[src/rtl/dma_channel_scheduler_if.sv]
// Start/done handshake between the channel scheduler (master) and the single dma_engine (slave).
interface dma_channel_scheduler_if;
  logic [31:0] eng_src;
  logic [31:0] eng_dst;
  logic [31:0] eng_size;
  logic        eng_start;
  logic        eng_done;
  logic        eng_error;

  modport master (output eng_src, eng_dst, eng_size, eng_start, input eng_done, eng_error);
  modport slave  (input eng_src, eng_dst, eng_size, eng_start, output eng_done, eng_error);
endinterface

[src/rtl/dma_channel_scheduler.sv]
// Round-robin front end that feeds per-channel DMA descriptors to one engine
// and keeps sticky per-channel done/error status.
module dma_ch_slot (
  input  logic        clk,
  input  logic        reset,
  input  logic        load,
  input  logic        cmpl,
  input  logic        cmpl_err,
  input  logic        clr,
  input  logic [31:0] cfg_src,
  input  logic [31:0] cfg_dst,
  input  logic [31:0] cfg_size,
  output logic [31:0] src,
  output logic [31:0] dst,
  output logic [31:0] size,
  output logic        pending,
  output logic        done,
  output logic        error
);
  always_ff @(posedge clk) begin
    if (reset) begin
      src     <= '0;
      dst     <= '0;
      size    <= '0;
      pending <= 1'b0;
      done    <= 1'b0;
      error   <= 1'b0;
    end else begin
      if (load) begin
        src  <= cfg_src;
        dst  <= cfg_dst;
        size <= cfg_size;
      end
      // load and cmpl never coincide: loads need !pending, completions need pending
      pending <= load | (pending & ~cmpl);
      done    <= cmpl | (done & ~clr & ~load);
      error   <= (cmpl & cmpl_err) | (error & ~clr & ~load);
    end
  end
endmodule

module dma_channel_scheduler #(
  parameter int NUM_CH = 4,
  parameter int CH_W   = $clog2(NUM_CH)
) (
  input  logic                 clk,
  input  logic                 reset,
  input  logic                 cfg_we,
  input  logic [CH_W-1:0]      cfg_ch,
  input  logic [31:0]          cfg_src,
  input  logic [31:0]          cfg_dst,
  input  logic [31:0]          cfg_size,
  output logic                 cfg_reject,
  input  logic [NUM_CH-1:0]    clr_status,
  output logic [NUM_CH-1:0]    ch_pending,
  output logic [NUM_CH-1:0]    ch_done,
  output logic [NUM_CH-1:0]    ch_error,
  output logic                 active_valid,
  output logic [CH_W-1:0]      active_ch,
  output logic                 irq,
  dma_channel_scheduler_if.master eng
);
  localparam logic [1:0] IDLE    = 2'd0;
  localparam logic [1:0] ISSUE   = 2'd1;
  localparam logic [1:0] RELEASE = 2'd2;

  logic [1:0]                    state;
  logic [CH_W-1:0]               rr_ptr;
  logic [NUM_CH-1:0][31:0]       slot_src, slot_dst, slot_size;
  logic [NUM_CH-1:0]             load, cmpl;
  logic                          cfg_ok, gnt_found, gnt_zero, issue_done, gnt_fire;
  logic [CH_W-1:0]               gnt_ch, cand;

  assign cfg_ok     = cfg_we && (int'(cfg_ch) < NUM_CH) && !ch_pending[cfg_ch];
  assign issue_done = (state == ISSUE) && eng.eng_done;
  assign gnt_fire   = (state == IDLE) && gnt_found;
  assign gnt_zero   = (slot_size[gnt_ch] == '0);
  assign irq        = |ch_done;

  // Search starts one past the last grant so every pending channel waits at most NUM_CH-1 turns.
  always_comb begin
    gnt_found = 1'b0;
    gnt_ch    = '0;
    cand      = '0;
    for (int k = 1; k <= NUM_CH; k++) begin
      cand = CH_W'((int'(rr_ptr) + k) % NUM_CH);
      if (!gnt_found && ch_pending[cand]) begin
        gnt_found = 1'b1;
        gnt_ch    = cand;
      end
    end
  end

  for (genvar i = 0; i < NUM_CH; i++) begin : g_ch
    assign load[i] = cfg_ok && (cfg_ch == CH_W'(i));
    assign cmpl[i] = (issue_done && (active_ch == CH_W'(i))) ||
                     (gnt_fire && gnt_zero && (gnt_ch == CH_W'(i)));
    dma_ch_slot u_slot (
      .clk      (clk),
      .reset    (reset),
      .load     (load[i]),
      .cmpl     (cmpl[i]),
      .cmpl_err (issue_done && eng.eng_error),
      .clr      (clr_status[i]),
      .cfg_src  (cfg_src),
      .cfg_dst  (cfg_dst),
      .cfg_size (cfg_size),
      .src      (slot_src[i]),
      .dst      (slot_dst[i]),
      .size     (slot_size[i]),
      .pending  (ch_pending[i]),
      .done     (ch_done[i]),
      .error    (ch_error[i])
    );
  end

  always_ff @(posedge clk) begin
    if (reset) begin
      state         <= IDLE;
      rr_ptr        <= CH_W'(NUM_CH - 1);
      eng.eng_start <= 1'b0;
      eng.eng_src   <= '0;
      eng.eng_dst   <= '0;
      eng.eng_size  <= '0;
      active_valid  <= 1'b0;
      active_ch     <= '0;
      cfg_reject    <= 1'b0;
    end else begin
      cfg_reject <= cfg_we && !cfg_ok;
      case (state)
        IDLE: if (gnt_found) begin
          rr_ptr <= gnt_ch;
          if (!gnt_zero) begin
            eng.eng_src   <= slot_src[gnt_ch];
            eng.eng_dst   <= slot_dst[gnt_ch];
            eng.eng_size  <= slot_size[gnt_ch];
            eng.eng_start <= 1'b1;
            active_valid  <= 1'b1;
            active_ch     <= gnt_ch;
            state         <= ISSUE;
          end
        end
        ISSUE: if (eng.eng_done) begin
          eng.eng_start <= 1'b0;
          active_valid  <= 1'b0;
          state         <= RELEASE;
        end
        // Hold off until the engine drops done so it cannot re-latch a stale start.
        RELEASE: if (!eng.eng_done) state <= IDLE;
        default: state <= IDLE;
      endcase
    end
  end
endmodule

[src/flat_wrapper.sv]
// flat-port wrapper written by rule: the top's interface ports become plain ports
module dma_channel_scheduler_flat 
#(
  parameter int NUM_CH = 4,
  parameter int CH_W   = $clog2(NUM_CH)
)
  (clk, reset, cfg_we, cfg_ch, cfg_src, cfg_dst, cfg_size, cfg_reject, clr_status, ch_pending, ch_done, ch_error, active_valid, active_ch, irq, eng_eng_src, eng_eng_dst, eng_eng_size, eng_eng_start, eng_eng_done, eng_eng_error);
  dma_channel_scheduler_if eng_i ();
  input  logic clk;
  input  logic reset;
  input  logic cfg_we;
  input  logic [CH_W-1:0] cfg_ch;
  input  logic [31:0] cfg_src;
  input  logic [31:0] cfg_dst;
  input  logic [31:0] cfg_size;
  output logic cfg_reject;
  input  logic [NUM_CH-1:0] clr_status;
  output logic [NUM_CH-1:0] ch_pending;
  output logic [NUM_CH-1:0] ch_done;
  output logic [NUM_CH-1:0] ch_error;
  output logic active_valid;
  output logic [CH_W-1:0] active_ch;
  output logic irq;
  output wire logic [$bits(eng_i.eng_src)-1:0] eng_eng_src;
  output wire logic [$bits(eng_i.eng_dst)-1:0] eng_eng_dst;
  output wire logic [$bits(eng_i.eng_size)-1:0] eng_eng_size;
  output wire logic [$bits(eng_i.eng_start)-1:0] eng_eng_start;
  input wire logic [$bits(eng_i.eng_done)-1:0] eng_eng_done;
  input wire logic [$bits(eng_i.eng_error)-1:0] eng_eng_error;
  assign eng_eng_src = eng_i.eng_src;
  assign eng_eng_dst = eng_i.eng_dst;
  assign eng_eng_size = eng_i.eng_size;
  assign eng_eng_start = eng_i.eng_start;
  assign eng_i.eng_done = eng_eng_done;
  assign eng_i.eng_error = eng_eng_error;
  dma_channel_scheduler #(.NUM_CH(NUM_CH), .CH_W(CH_W)) u_core (.clk(clk), .reset(reset), .cfg_we(cfg_we), .cfg_ch(cfg_ch), .cfg_src(cfg_src), .cfg_dst(cfg_dst), .cfg_size(cfg_size), .cfg_reject(cfg_reject), .clr_status(clr_status), .ch_pending(ch_pending), .ch_done(ch_done), .ch_error(ch_error), .active_valid(active_valid), .active_ch(active_ch), .irq(irq), .eng(eng_i));
endmodule
[config.mk]
export PLATFORM = sky130hd
export DESIGN_NAME = dma_channel_scheduler_flat
export DESIGN_NICKNAME = d
export VERILOG_FILES = /design/src/rtl/dma_channel_scheduler_if.sv /design/src/rtl/dma_channel_scheduler.sv /design/src/flat_wrapper.sv
export SDC_FILE = /design/constraint.sdc
export NUM_CORES = 1
export LEC_CHECK = 0
export CORE_MARGIN = 5
export CORE_UTILIZATION = 50
export CTS_CLUSTER_SIZE = 28
export DETAILED_ROUTE_END_ITERATION = 10
export PLACE_DENSITY_LB_ADDON = 0.25
export REMOVE_ABC_BUFFERS = 1
export SLEW_MARGIN = 20
export SYNTH_ARGS = -nofsm -noshare
export SYNTH_HDL_FRONTEND = slang
export SYNTH_SLANG_ARGS = --single-unit
[constraint.sdc]
create_clock -name clk -period 3.46 [get_ports clk]
set_input_delay 0.692 -clock clk [delete_from_list [all_inputs] [get_ports clk]]
set_output_delay 0.692 -clock clk [all_outputs]
set_load 0.05 [all_outputs]
### Word-level counts from Yosys, hierarchy flattened

Cells that the tools add are included.

* order comparisons: 6
* bitwise operators: 49
* div/mod/pow operators: 0
* equal/unequal tests: 15
* reductions and logical operators: 41
* shift-type cells: 0
* add/subtract/negate cells: 4
* $mul: 0
* muxes and demuxes: 33

Operators with widths (count)
* binary-select mux 32 bit (select 2 bit): 3
* two-way mux 32 bit: 3
* zero test 32 bit: 1
* bitwise AND 1 bit: 24
* logical AND 1 bit: 21
* < comparator 2 x 3 -> 1 bit (second input constant): 6
* two-way mux 2 bit: 8
* == test 2 bit (second input constant): 7
* NOT 1 bit: 13
* two-way mux 1 bit: 12
* OR 1 bit: 12
* binary-select mux 1 bit (select 2 bit): 5
* == test 2 x 1 -> 1 bit (second input constant): 4
* zero test 2 bit: 4
* AND reduction 4 bit: 2
* inequality test 2 bit (second input constant): 3
* one-hot mux 2 bit (3 select lines): 1
* zero test 1 bit: 5
* adder 2 x 1 -> 2 bit (second input constant): 2
* adder 2 bit (second input constant): 2
* logical OR 1 bit: 4
* OR reduction 4 bit: 1
* AND reduction 3 bit: 1
* inequality test 2 x 1 -> 1 bit (second input constant): 1
* 3 further kinds: 3

* bits in latches: 0
* memories kept: 0
* output and inout bits: 114
* memory bits (writable): 0
* memory bits (read-only): 0
* bits in registers: 500
* logic and storage cells: 180

### Longest topological paths before layout

* depth in word-level cells: 22
* depth in mapped cells: 13
* mapped depth without buffers: 8

### Hierarchy

Synthesis repeated with hierarchy kept, for this count alone.

* cell total of the unflattened synthesis: 2432
* area total of the unflattened synthesis: 21471.8 um2

By module, submodules not included
* dma_ch_slot: area each 3512.1 um2, cells each 322, instances 4
* dma_channel_scheduler: area each 7423.4 um2, cells each 1144, instances 1

### Worst setup path before layout

OpenSTA, ideal clock, no wires.

* kind: register -> register
* from: register u_core.g_ch[1].u_slot.pending
* to: register u_core.eng.eng_src[27]
* slack: 260 ps
* arrival: 3073 ps
* stages on the path, launching flop included: 14
* library setup time: 128 ps
* path buffers: 5
* cell sequence: dfxtp_1 > buf_2 > or3b_1 > o221ai_1 > buf_2 > buf_2 > mux2i_1 > mux2i_1 > or4bb_1 > o31ai_4 > buf_6 > buf_8 > mux2i_1 > nor2_1

* longest elaborated chain between the ends: 17
* elaborated cells on any way between the ends: 29
* those cells by class: 20 x mux; 1 x bitwise; 8 x reduce/logical

Ends and longest elaborated chain
* start: declaration: RTL line dma_channel_scheduler.sv:16 `output logic pending,`
* start signal: assignment: RTL line dma_channel_scheduler.sv:35 `pending <= load | (pending & ~cmpl);`
* binary-select mux 1 bit (select 2 bit): RTL line dma_channel_scheduler.sv:87 `if (!gnt_found && ch_pending[cand]) begin`
* two-way mux 1 bit (not written as such): RTL line dma_channel_scheduler.sv:87
* two-way mux 1 bit: RTL line dma_channel_scheduler.sv:87
* zero test 1 bit: RTL line dma_channel_scheduler.sv:87
* logical AND 1 bit: RTL line dma_channel_scheduler.sv:87
* two-way mux 1 bit: RTL line dma_channel_scheduler.sv:87
* zero test 1 bit: RTL line dma_channel_scheduler.sv:87
* logical AND 1 bit: RTL line dma_channel_scheduler.sv:87
* two-way mux 1 bit: RTL line dma_channel_scheduler.sv:87
* zero test 1 bit: RTL line dma_channel_scheduler.sv:87
* logical AND 1 bit: RTL line dma_channel_scheduler.sv:87
* two-way mux 2 bit: RTL line dma_channel_scheduler.sv:87
* binary-select mux 32 bit (select 2 bit): RTL line dma_channel_scheduler.sv:77 `assign gnt_zero = (slot_size[gnt_ch] == '0);`
* two-way mux 32 bit (not written as such): RTL line dma_channel_scheduler.sv:77
* zero test 32 bit: RTL line dma_channel_scheduler.sv:77
* NOT 1 bit (no source line)
* AND reduction 3 bit (no source line)
* end signal: assignment: RTL line dma_channel_scheduler.sv:134 `eng.eng_src <= slot_src[gnt_ch];`
* end: declaration: RTL line dma_channel_scheduler_if.sv:10 `modport master (output eng_src, eng_dst, eng_size, eng_start, input eng_done, eng_error);`

Parallel ways exist; a longest one is shown, timed or not. The select of a mux whose other input is x is not followed.
A chain may end at the register's enable or synchronous reset.

### Final worst setup path

* from: register u_core.g_ch[1].u_slot.pending
* to: register u_core.eng.eng_dst[25]

* longest elaborated chain between the ends: 17
* elaborated cells on any way between the ends: 29
* those cells by class: 20 x mux; 1 x bitwise; 8 x reduce/logical

Ends and longest elaborated chain
* binary-select mux 1 bit (select 2 bit): RTL line dma_channel_scheduler.sv:87
* two-way mux 1 bit (not written as such): RTL line dma_channel_scheduler.sv:87
* two-way mux 1 bit: RTL line dma_channel_scheduler.sv:87
* zero test 1 bit: RTL line dma_channel_scheduler.sv:87
* logical AND 1 bit: RTL line dma_channel_scheduler.sv:87
* two-way mux 1 bit: RTL line dma_channel_scheduler.sv:87
* zero test 1 bit: RTL line dma_channel_scheduler.sv:87
* logical AND 1 bit: RTL line dma_channel_scheduler.sv:87
* two-way mux 1 bit: RTL line dma_channel_scheduler.sv:87
* zero test 1 bit: RTL line dma_channel_scheduler.sv:87
* logical AND 1 bit: RTL line dma_channel_scheduler.sv:87
* two-way mux 2 bit: RTL line dma_channel_scheduler.sv:87
* binary-select mux 32 bit (select 2 bit): RTL line dma_channel_scheduler.sv:77
* two-way mux 32 bit (not written as such): RTL line dma_channel_scheduler.sv:77
* zero test 32 bit: RTL line dma_channel_scheduler.sv:77
* NOT 1 bit (no source line)
* AND reduction 3 bit (no source line)
* end signal: assignment: RTL line dma_channel_scheduler.sv:135 `eng.eng_dst <= slot_dst[gnt_ch];`
* end: declaration: RTL line dma_channel_scheduler_if.sv:10

Parallel ways exist; a longest one is shown, timed or not. The select of a mux whose other input is x is not followed.

==> impl_metrics.csv <==
group,metric,value,unit
run_status,outcome,"complete, no violations",
synthesis,synth_top_area_share,48.2,%
timing,worst_slew_pin_slew,851,ps
timing,fin_skew,8.84,ps
setup_path,crit_arrival,3790,ps
timing,hold_viol_final,0,
synthesis,synthFlopType,"dfxtp_1",
cts,cts_buffer_depth,3,
timing,period_share,96.4,%
placement,place_congestion,0.846,
grt,grt_start_max_net_pins,147,
timing,max_freq,300,MHz
power_and_ir_drop,power_leakage,9.18,nW
synthesis,synthCells,2771,
synthesis,yosys_warnings,0,
synthesis,yosys.area.top_type,"dfxtp_1",
finish,area_growth,21.9,%
finish,instances_no_fill,3461,
synthesis,synth-edff-count,0,
synthesis,syn_area_per_cell,7.50,um2
job,cap_violations,0,
grt,grt_pass1_wl,97800,um
cts,root_buffer,"clkbuf_16",
die,pin_count,221,
die,core_area,41000,um2
synthesis,async_reset_ff_share,0,%
die,rows,74,
setup_path,cp_max_fo,10,
synthesis,synth-seq-cells,500,
timing,slew_violations,0,
drt,vias_per_cell,5.66,
synthesis,netlist_area,20800,um2
cts,postCtsHoldBufs,0,
drt,ant_nets,0,
setup_path,setup.worst_path.start_class,"flip-flop",
drt,firstDrtPassIters,5,
cts,htreeDepth,2,
finish,nNetsFinal,2987,
cts,numCtsBuffers,52,
grt,grt_pass1_vias,18401,
worst_hold_path,hold_path_class,"reg2reg",
cts,cts.sinks,500,
timing,fin_crit,3340,ps
drt,drt-initial-drc-count,1895,
die,die_h,214,um
power_and_ir_drop,irDropWorstVdd,0.000439,V
setup_path,cp.required,3910,ps
placement,placed_cells,3352,
placement,portBuffers,220,
finish,layout_commonest_cell,"nand2_1",
grt,antenna_found_initial,6,
cts,clk_pin_slew,60,ps
grt,grt.total_usage,26.1,%
drt,wl,62400,um
placement,dp_hpwl,37500,um
synthesis,synth_top_cells_by_area,"dfxtp_1, nand2_1, a21oi_1, mux2i_1, clkbuf_1",
timing,slew_headroom,43.2,%
timing,finalSetupViolCount,0,
drt,vias,19573,
die,start_util,50.7,%
drt,wl_per_cell,18.0,um
drt,drc,0,
synthesis,ys_types,58,
finish,layout_common_cells,"nand2_1, dfxtp_1, a21oi_1",
setup_path,crit_path_end_kind,"flip-flop",
power_and_ir_drop,power_density,598,nW/um2
setup_path,critPathKind,"reg2reg",
finish,fin_util,61.7,%
synthesis,synth_seq_area_share,48.2,%
die,dieArea,45700,um2
die,die-width,214,um
cts,clk_latency,600,ps
cts,cts_tree,"yes",
finish,drive_gt1_share,6.05,%
grt,grt-ovfl-total,0,
synthesized netlist by cell type (all sizes together), types with 4 or more instances:
| library cell | number |
|---|---|
| a31oi | 93 |
| and3 | 92 |
| nor2 | 105 |
| mux2i | 116 |
| o21ai | 4 |
| dfxtp | 500 |
| nor2b | 5 |
| buf | 48 |
| or4 | 9 |
| nor3 | 5 |
| nand3 | 8 |
| nor4 | 18 |
| nand2b | 5 |
| clkbuf | 183 |
| a21oi | 391 |
| nand2 | 1136 |
registers in the layout (all words and copies together), names as in the netlist, 4 cells and up:
signal,flops
u_core.g_ch.u_slot.dst,128
u_core.g_ch.u_slot.size,128
u_core.g_ch.u_slot.src,128
u_core.eng.eng_dst,32
u_core.eng.eng_size,32
u_core.eng.eng_src,32
u_core.g_ch.u_slot.done,4
u_core.g_ch.u_slot.error,4
u_core.g_ch.u_slot.pending,4
worst paths after layout:
kind | start | end | slack, ps | cells after the start
setup / recovery | u_core.g_ch[1].u_slot.pending | u_core.eng.eng_dst[25] | 120 | 11
hold / removal | u_core.g_ch[3].u_slot.size[10] | u_core.g_ch[3].u_slot.size[10] | 450 | 2
setup reg to reg | u_core.g_ch[1].u_slot.pending | u_core.eng.eng_dst[25] | 120 | 11
hold reg to reg | u_core.g_ch[3].u_slot.size[10] | u_core.g_ch[3].u_slot.size[10] | 450 | 2
critical path, cell delays in order (launching register included):
cell	delay [ps]
dfxtp_1	430
or3b_1	510
o221ai_4	190
buf_12	190
mux2i_1	180
mux2_2	180
or4bb_1	550
o31ai_4	210
buf_4	240
buf_4	240
mux2i_1	210
nor2_1	50
per-stage QoR:
step	hold WS, ps	power [mW]	setup WS (ps)	instance area (um2)	TNS, ps
final	453	15.2	125	25300	0
after global routing	469	15.7	-9.08	25300	-13.3
after CTS	455	15.2	67.5	25200	0
after detailed placement	447	9.32	92.2	23400	0
after global placement	441	9.27	175	23400	0
after floorplan	427	8.19	-10140	19800	-2139150
logic make-up after synthesis:
| kind of cell | count (synthesis) | synth area share [%] |
|---|---|---|
| AOI/OAI and AO/OA | 521 | 13.7 |
| xor gates and xnor gates | 1 | 0.0422 |
| buffers and inverters | 234 | 4.96 |
| DFF | 500 | 48.2 |
| muxes | 121 | 5.97 |
| and+or+nand+nor | 1394 | 27.1 |
what timing repair did:
item / 4_1_cts / 5_1_grt
setup endpoints to repair: 0 / 98
gates resized for setup: 0 / 6
hold endpoints to repair: 0 / 0
setup buffers: 0 / 5
per-layer routing:
layer  wire length, um  up-vias  track usage, %
li1                  -     9348               -
met1             25700     9256            35.2
met2             29600      861            42.8
met3              5480      106            4.58
met4              1570        2            8.84
met5                 7        -               0
area by class of cell:
type	count	area [um2]
Antenna cell	5	12.5
Clock buffer	82	1590
Tap cell	532	666
Timing Repair Buffer	285	2950
Multi-Input combinational cell	2038	9850
Sequential cell	500	10000
Clock inverter	16	244
Inverter	3	11.3
Fill cell	3572	15700
power by group:
part | internal [mW] | switching (mW) | total (mW)
logic | 1.12 | 1.90 | 3.02
clock network | 3.59 | 2.31 | 5.90
registers | 6.04 | 0.189 | 6.23
total | 10.8 | 4.40 | 15.2
(Power assumes the default switching activity.)
==> RTL edit 1 (config.mk and constraints unchanged) <==
`NUM_CH` is set to 4 in 2 places; all go to 2.
--- a/src/rtl/dma_channel_scheduler.sv
+++ b/src/rtl/dma_channel_scheduler.sv
@@ -41,5 +41,5 @@
 
 module dma_channel_scheduler #(
-  parameter int NUM_CH = 4,
+  parameter int NUM_CH = 2,
   parameter int CH_W   = $clog2(NUM_CH)
 ) (
--- a/src/flat_wrapper.sv
+++ b/src/flat_wrapper.sv
@@ -2,5 +2,5 @@
 module dma_channel_scheduler_flat 
 #(
-  parameter int NUM_CH = 4,
+  parameter int NUM_CH = 2,
   parameter int CH_W   = $clog2(NUM_CH)
 )
Interface: changed (6 resized); port bits go from 221 to 211. No check against the original RTL was run, so the function may have changed too.
==> RTL edit 1 against the original RTL <==
Worst hold slack got worse by 1.1 ps. Routed wire length is 49% lower. Cell count down 41%. Worst setup slack better by 680 ps. Sequential cell count shrank 200. Area after synthesis fell by 41%. Total power decreased by 47%. Critical path depth down 5. Maximum frequency is 26% higher. Final area down 39%. Critical endpoint is now u_core.eng.eng_dst[22].
==> RTL edit 1: results (changes against the original RTL) <==
| Metric | Value |
|---|---|
| Status | `finished, final reports clean` |
| Seq/Total Area, Yosys | `48.6% (+0.44 points)` |
| Largest fanout on the critical path | `25 (+15)` |
| Num CTS Buffers | `31 (-40%)` |
| Syn Area/Cell | `7.93 um^2 (+5.8%)` |
| M1 WL | `13.8 mm (-46%)` |
| DR WL met2 | `15.0 mm (-49%)` |
| Clk pwr share | `39.8% (+0.9 points)` |
| Via count | `10,700 (-45%)` |
| Gp weighted congestion | `0.770 (-9.0%)` |
| Via count of the first global-routing pass | `10,300 (-44%)` |
| 1st-iter DRT viols | `741 (-61%)` |
| Pwr Total | `0.00797 W (-47%)` |
| GRT Total Usage | `21.8% (-4.3 points)` |
| Clk root buf | `clkbuf_16` |
| Final cell count without fillers | `2,040 (-41%)` |
| Fillers | `2,107 (-41%)` |
| Clock Latency Late Sink | `550 ps (-50 ps)` |
| Met2 usage | `37.4% (-5.4 points)` |
| Met3 WL | `2.12 mm (-61%)` |
| Placed inst area | `14,600 um^2 (-38%)` |
| Top Metal Used | `met5` |
| Hold Path Class | `flop to flop` |
| Detailed Place HPWL | `19.1 mm (-49%)` |
| Hold bufs inserted after CTS | `0 (unchanged)` |
| FFs w/ async S/R, synth | `0% (unchanged)` |
| Critical Path AT | `3100 ps (-690 ps)` |
| Pre-CTS setup slack | `823 ps (+731 ps)` |
| IO buf count | `210 (-4.5%)` |
| GR met3 Demand/Resource | `4.46% (-0.12 points)` |
| Largest cells by area after synthesis | `dfxtp_1 (49%), nand2_1 (18%), a21oi_1 (12%)` |
| Avg WL per Cell | `15.5 um (-14%)` |
| CTS H-tree depth | `1 (-1)` |
| Logic pwr share | `14.0% (-5.9 points)` |
| Clk_skew | `12.7 ps (+3.85 ps)` |
| First-pass GRT wire length | `51.9 mm (-47%)` |
| Yosys Warn Count | `0 (unchanged)` |
| Drt pass-1 iters | `9 (+4)` |
| Max IR drop VDD | `0.405 mV (-7.8%)` |
| Met1 Usage GRT | `28.4% (-6.8 points)` |
| Reg area | `6010 um^2 (-40%)` |
| Top cells by count, synth | `nand2_1 (590), dfxtp_1 (300), a21oi_1 (293)` |
| Net Sw Frac | `26.2% (-2.9 points)` |
| Top flop regs | `u_core.g_ch.u_slot.dst x64, u_core.g_ch.u_slot.size x64, u_core.g_ch.u_slot.src x64` |
| CTS resizes | `0 (unchanged)` |
| Number of antenna violations at the first check in global routing | `3 (-3)` |
| Nets | `1,797 (-40%)` |
| Leak | `5.65 nW (-38%)` |
| Ratio of cells with drive above 1 in the final layout | `9.80% (+3.7 points)` |
| Worst Tran Pin Value | `889 ps (+37.1 ps)` |
| Post-CTS setup buffer count | `0 (unchanged)` |
| Distinct cells, synth | `37 (-36%)` |
| Clock buffer depth | `3 (unchanged)` |
| Largest net degree at the start of global routing | `98 (-33%)` |
[RTL edit 1: cell types whose count changed in the layout (fill, tap and decap cells not counted), sizes merged, moves of 90 or more]
cell / unedited run / this run
a21oi: 391 / 293
a31oi: 93 / 3
and3: 92 / 0
dfxtp: 500 / 300
mux2: 3 / 96
mux2i: 116 / 1
nand2: 1136 / 590
nor2: 105 / 10
nor2b: 5 / 97
[RTL edit 1: cells by family (layout without fill, tap and decap cells)]
| logic type | count (synthesis) | after routing | synth area share, % |
|---|---|---|---|
| DFF | 300 | 300 | 48.6 |
| buffers and inverters | 127 | 285 | 4.73 |
| AOI/OAI and AO/OA | 303 | 303 | 12.5 |
| xor gates and xnor gates | 1 | 1 | 0.0709 |
| muxes | 97 | 97 | 9.11 |
| other | 0 | 1 | 0 |
| and+or+nand+nor | 729 | 729 | 25.0 |
[RTL edit 1: critical path, stage by stage, from the launching register on]
cell and delay, ps:
dfxtp_1 320, nor4_1 380, nand2_1 170, nor4_4 410, o22a_4 520, buf_4 380
mux2_2 370
[RTL edit 1: layout make-up]
type	instances	share of cell area [%]
Sequential cell	300	38.6
Multi-Input combinational cell	1130	37.2
Timing Repair Buffer	229	15.3
Clock buffer	47	6.01
Tap cell	324	2.60
Clock inverter	8	0.297
Inverter	1	0.0241
Antenna cell	1	0.0161
[RTL edit 1: path summary, 6_finish.rpt]
path	from	end	slack (ps)	cells after the start
max	u_core.g_ch[1].u_slot.size[18]	u_core.eng.eng_dst[22]	800	6
min	u_core.g_ch[0].u_slot.dst[15]	u_core.g_ch[0].u_slot.dst[15]	450	2
max reg2reg	u_core.g_ch[1].u_slot.size[18]	u_core.eng.eng_dst[22]	800	6
min reg2reg	u_core.g_ch[0].u_slot.dst[15]	u_core.g_ch[0].u_slot.dst[15]	450	2
==> RTL edit 2 (config.mk and constraints unchanged) <==
Made on the original files. Reset style: asynchronous (`reset`), changed in 2 clocked blocks.
--- a/src/rtl/dma_channel_scheduler.sv
+++ b/src/rtl/dma_channel_scheduler.sv
@@ -18,5 +18,5 @@
   output logic        error
 );
-  always_ff @(posedge clk) begin
+  always_ff @(posedge clk or posedge reset) begin
     if (reset) begin
       src     <= '0;
@@ -115,5 +115,5 @@
   end
 
-  always_ff @(posedge clk) begin
+  always_ff @(posedge clk or posedge reset) begin
     if (reset) begin
       state         <= IDLE;
Function: differs if reset is asserted again (counterexample within 4 cycles, from zero or initial values and one cycle with reset high); with reset held inactive, the same outputs for 4 cycles.
==> RTL edit 2 against the original RTL <==
Final area is 9.2% higher. Sequential cell count stayed put. Area after synthesis is 8.7% higher. Routed wire length is 7.2% lower. Utilization is 0.51 points higher. Worst setup slack worse by 19 ps.
Power is not compared: it rests on default switching activity, and its combinational part moved more than twofold at a synthesized area within 25%.
==> RTL edit 2: results (changes against the original RTL) <==
| Metric | Value |
|---|---|
| Status | `finished, final reports clean` |
| Clk_skew | `18.4 ps (+9.61 ps)` |
| Post-Synth XOR/XNOR Area | `0.0388% (-0.0034 points)` |
| GRT Total Usage | `22.7% (-3.4 points)` |
| CP startpoint | `u_core.rr_ptr[0]` |
| Gp weighted congestion | `0.804 (-5.0%)` |
| Largest net degree at the start of global routing | `78 (-47%)` |
| CTS resizes | `1 (+1)` |
| Drt total wl | `57.9 mm (-7.2%)` |
| M1 WL | `24.9 mm (-3.3%)` |
| Detailed Place HPWL | `35.8 mm (-4.6%)` |
| Complex-gate fraction of the synthesized area | `11.2% (-2.5 points)` |
| Nets | `2,253 (-25%)` |
| 1st-iter DRT viols | `1,194 (-37%)` |
| CP max stage cell | `dfstp_2` |
| FFs w/ async S/R, synth | `100% (+100 points)` |
| Post-synthesis mux area share | `19.9% (+14 points)` |
| Number of antenna violations at the first check in global routing | `5 (-1)` |
| Seq/Total Area, Yosys | `55.4% (+7.2 points)` |
| Top cells by count, synth | `dfrtp_1 (498), nand2_1 (367), mux2_2 (357)` |
| Placed inst area | `25,900 um^2 (+11%)` |
| Largest cells by area after synthesis | `dfrtp_1 (55%), mux2_2 (18%), nand2_1 (6.1%)` |
| Pre-CTS setup slack | `32.4 ps (-59.8 ps)` |
| Crit path max-delay family | `compound AO/OA/AOI/OAI gates` |
| Worst Setup EP | `u_core.eng.eng_src[0]` |
| Worst Tran Pin Value | `856 ps (+4.83 ps)` |
| Via count of the first global-routing pass | `16,800 (-8.7%)` |
| Distinct cells, synth | `49 (-16%)` |
| Largest fanout on the critical path | `49 (+39)` |
| First-pass GRT wire length | `92.3 mm (-5.6%)` |
| Vias/cell | `5.85 (+3.5%)` |
| Critical Path Max Stage Delay | `570 ps (+20 ps)` |
| Fin crit share | `96.9% (+0.54 points)` |
| DR WL met2 | `28.4 mm (-4.2%)` |
| Ratio of cells with drive above 1 in the final layout | `26.5% (+20 points)` |
| Met3 WL | `3.22 mm (-41%)` |
| Slack of the worst reg-to-reg path | `110 ps (-20 ps)` |
| Met1 Usage GRT | `30.5% (-4.7 points)` |
| Clk root buf | `clkbuf_16` |
RTL edit 2: cell count changes after synthesis, moves of 32 or more:
| cell | unedited run | this run |
|---|---|---|
| a21oi_1 | 391 | 3 |
| o2111ai_1 | 0 | 32 |
| dfxtp_1 | 500 | 0 |
| nand2_1 | 1136 | 367 |
| clkbuf_1 | 183 | 127 |
| mux2_2 | 3 | 357 |
| inv_1 | 2 | 67 |
| nor2_1 | 105 | 7 |
| dfrtp_1 | 0 | 498 |
| o21ai_0 | 1 | 103 |
| o311ai_1 | 0 | 35 |
| mux2i_1 | 116 | 1 |
RTL edit 2: how the worst min path moves through the flow:
stage | startpoint | endpoint | slack, ps
5_1_grt | u_core.g_ch[2].u_slot.error | u_core.g_ch[2].u_slot.error | 500
3_5_place_dp | u_core.g_ch[2].u_slot.error | u_core.g_ch[2].u_slot.error | 470
6_report | u_core.g_ch[2].u_slot.error | u_core.g_ch[2].u_slot.error | 480
4_1_cts | u_core.g_ch[2].u_slot.error | u_core.g_ch[2].u_slot.error | 480
3_3_place_gp | u_core.g_ch[2].u_slot.error | u_core.g_ch[2].u_slot.error | 470
2_1_floorplan | u_core.state[1] | u_core.state[0] | 460
RTL edit 2: final cells by class:
cell class | instances | area (um^2)
Fill cell | 3474 | 16800
Sequential cell | 500 | 12500
Multi-Input combinational cell | 1218 | 9170
Timing Repair Buffer | 307 | 3300
Clock buffer | 85 | 1610
Tap cell | 592 | 741
Inverter | 67 | 259
Clock inverter | 8 | 50.0
Antenna cell | 1 | 2.50
RTL edit 2: through the flow:
step | total power [W] | std cells
6_report | 0.0330 | 2778
5_1_grt | 0.0351 | 2778
4_1_cts | 0.0330 | 2772
3_5_place_dp | 0.0274 | 2679
3_3_place_gp | 0.0269 | 2679
2_1_floorplan | 0.0213 | 1785
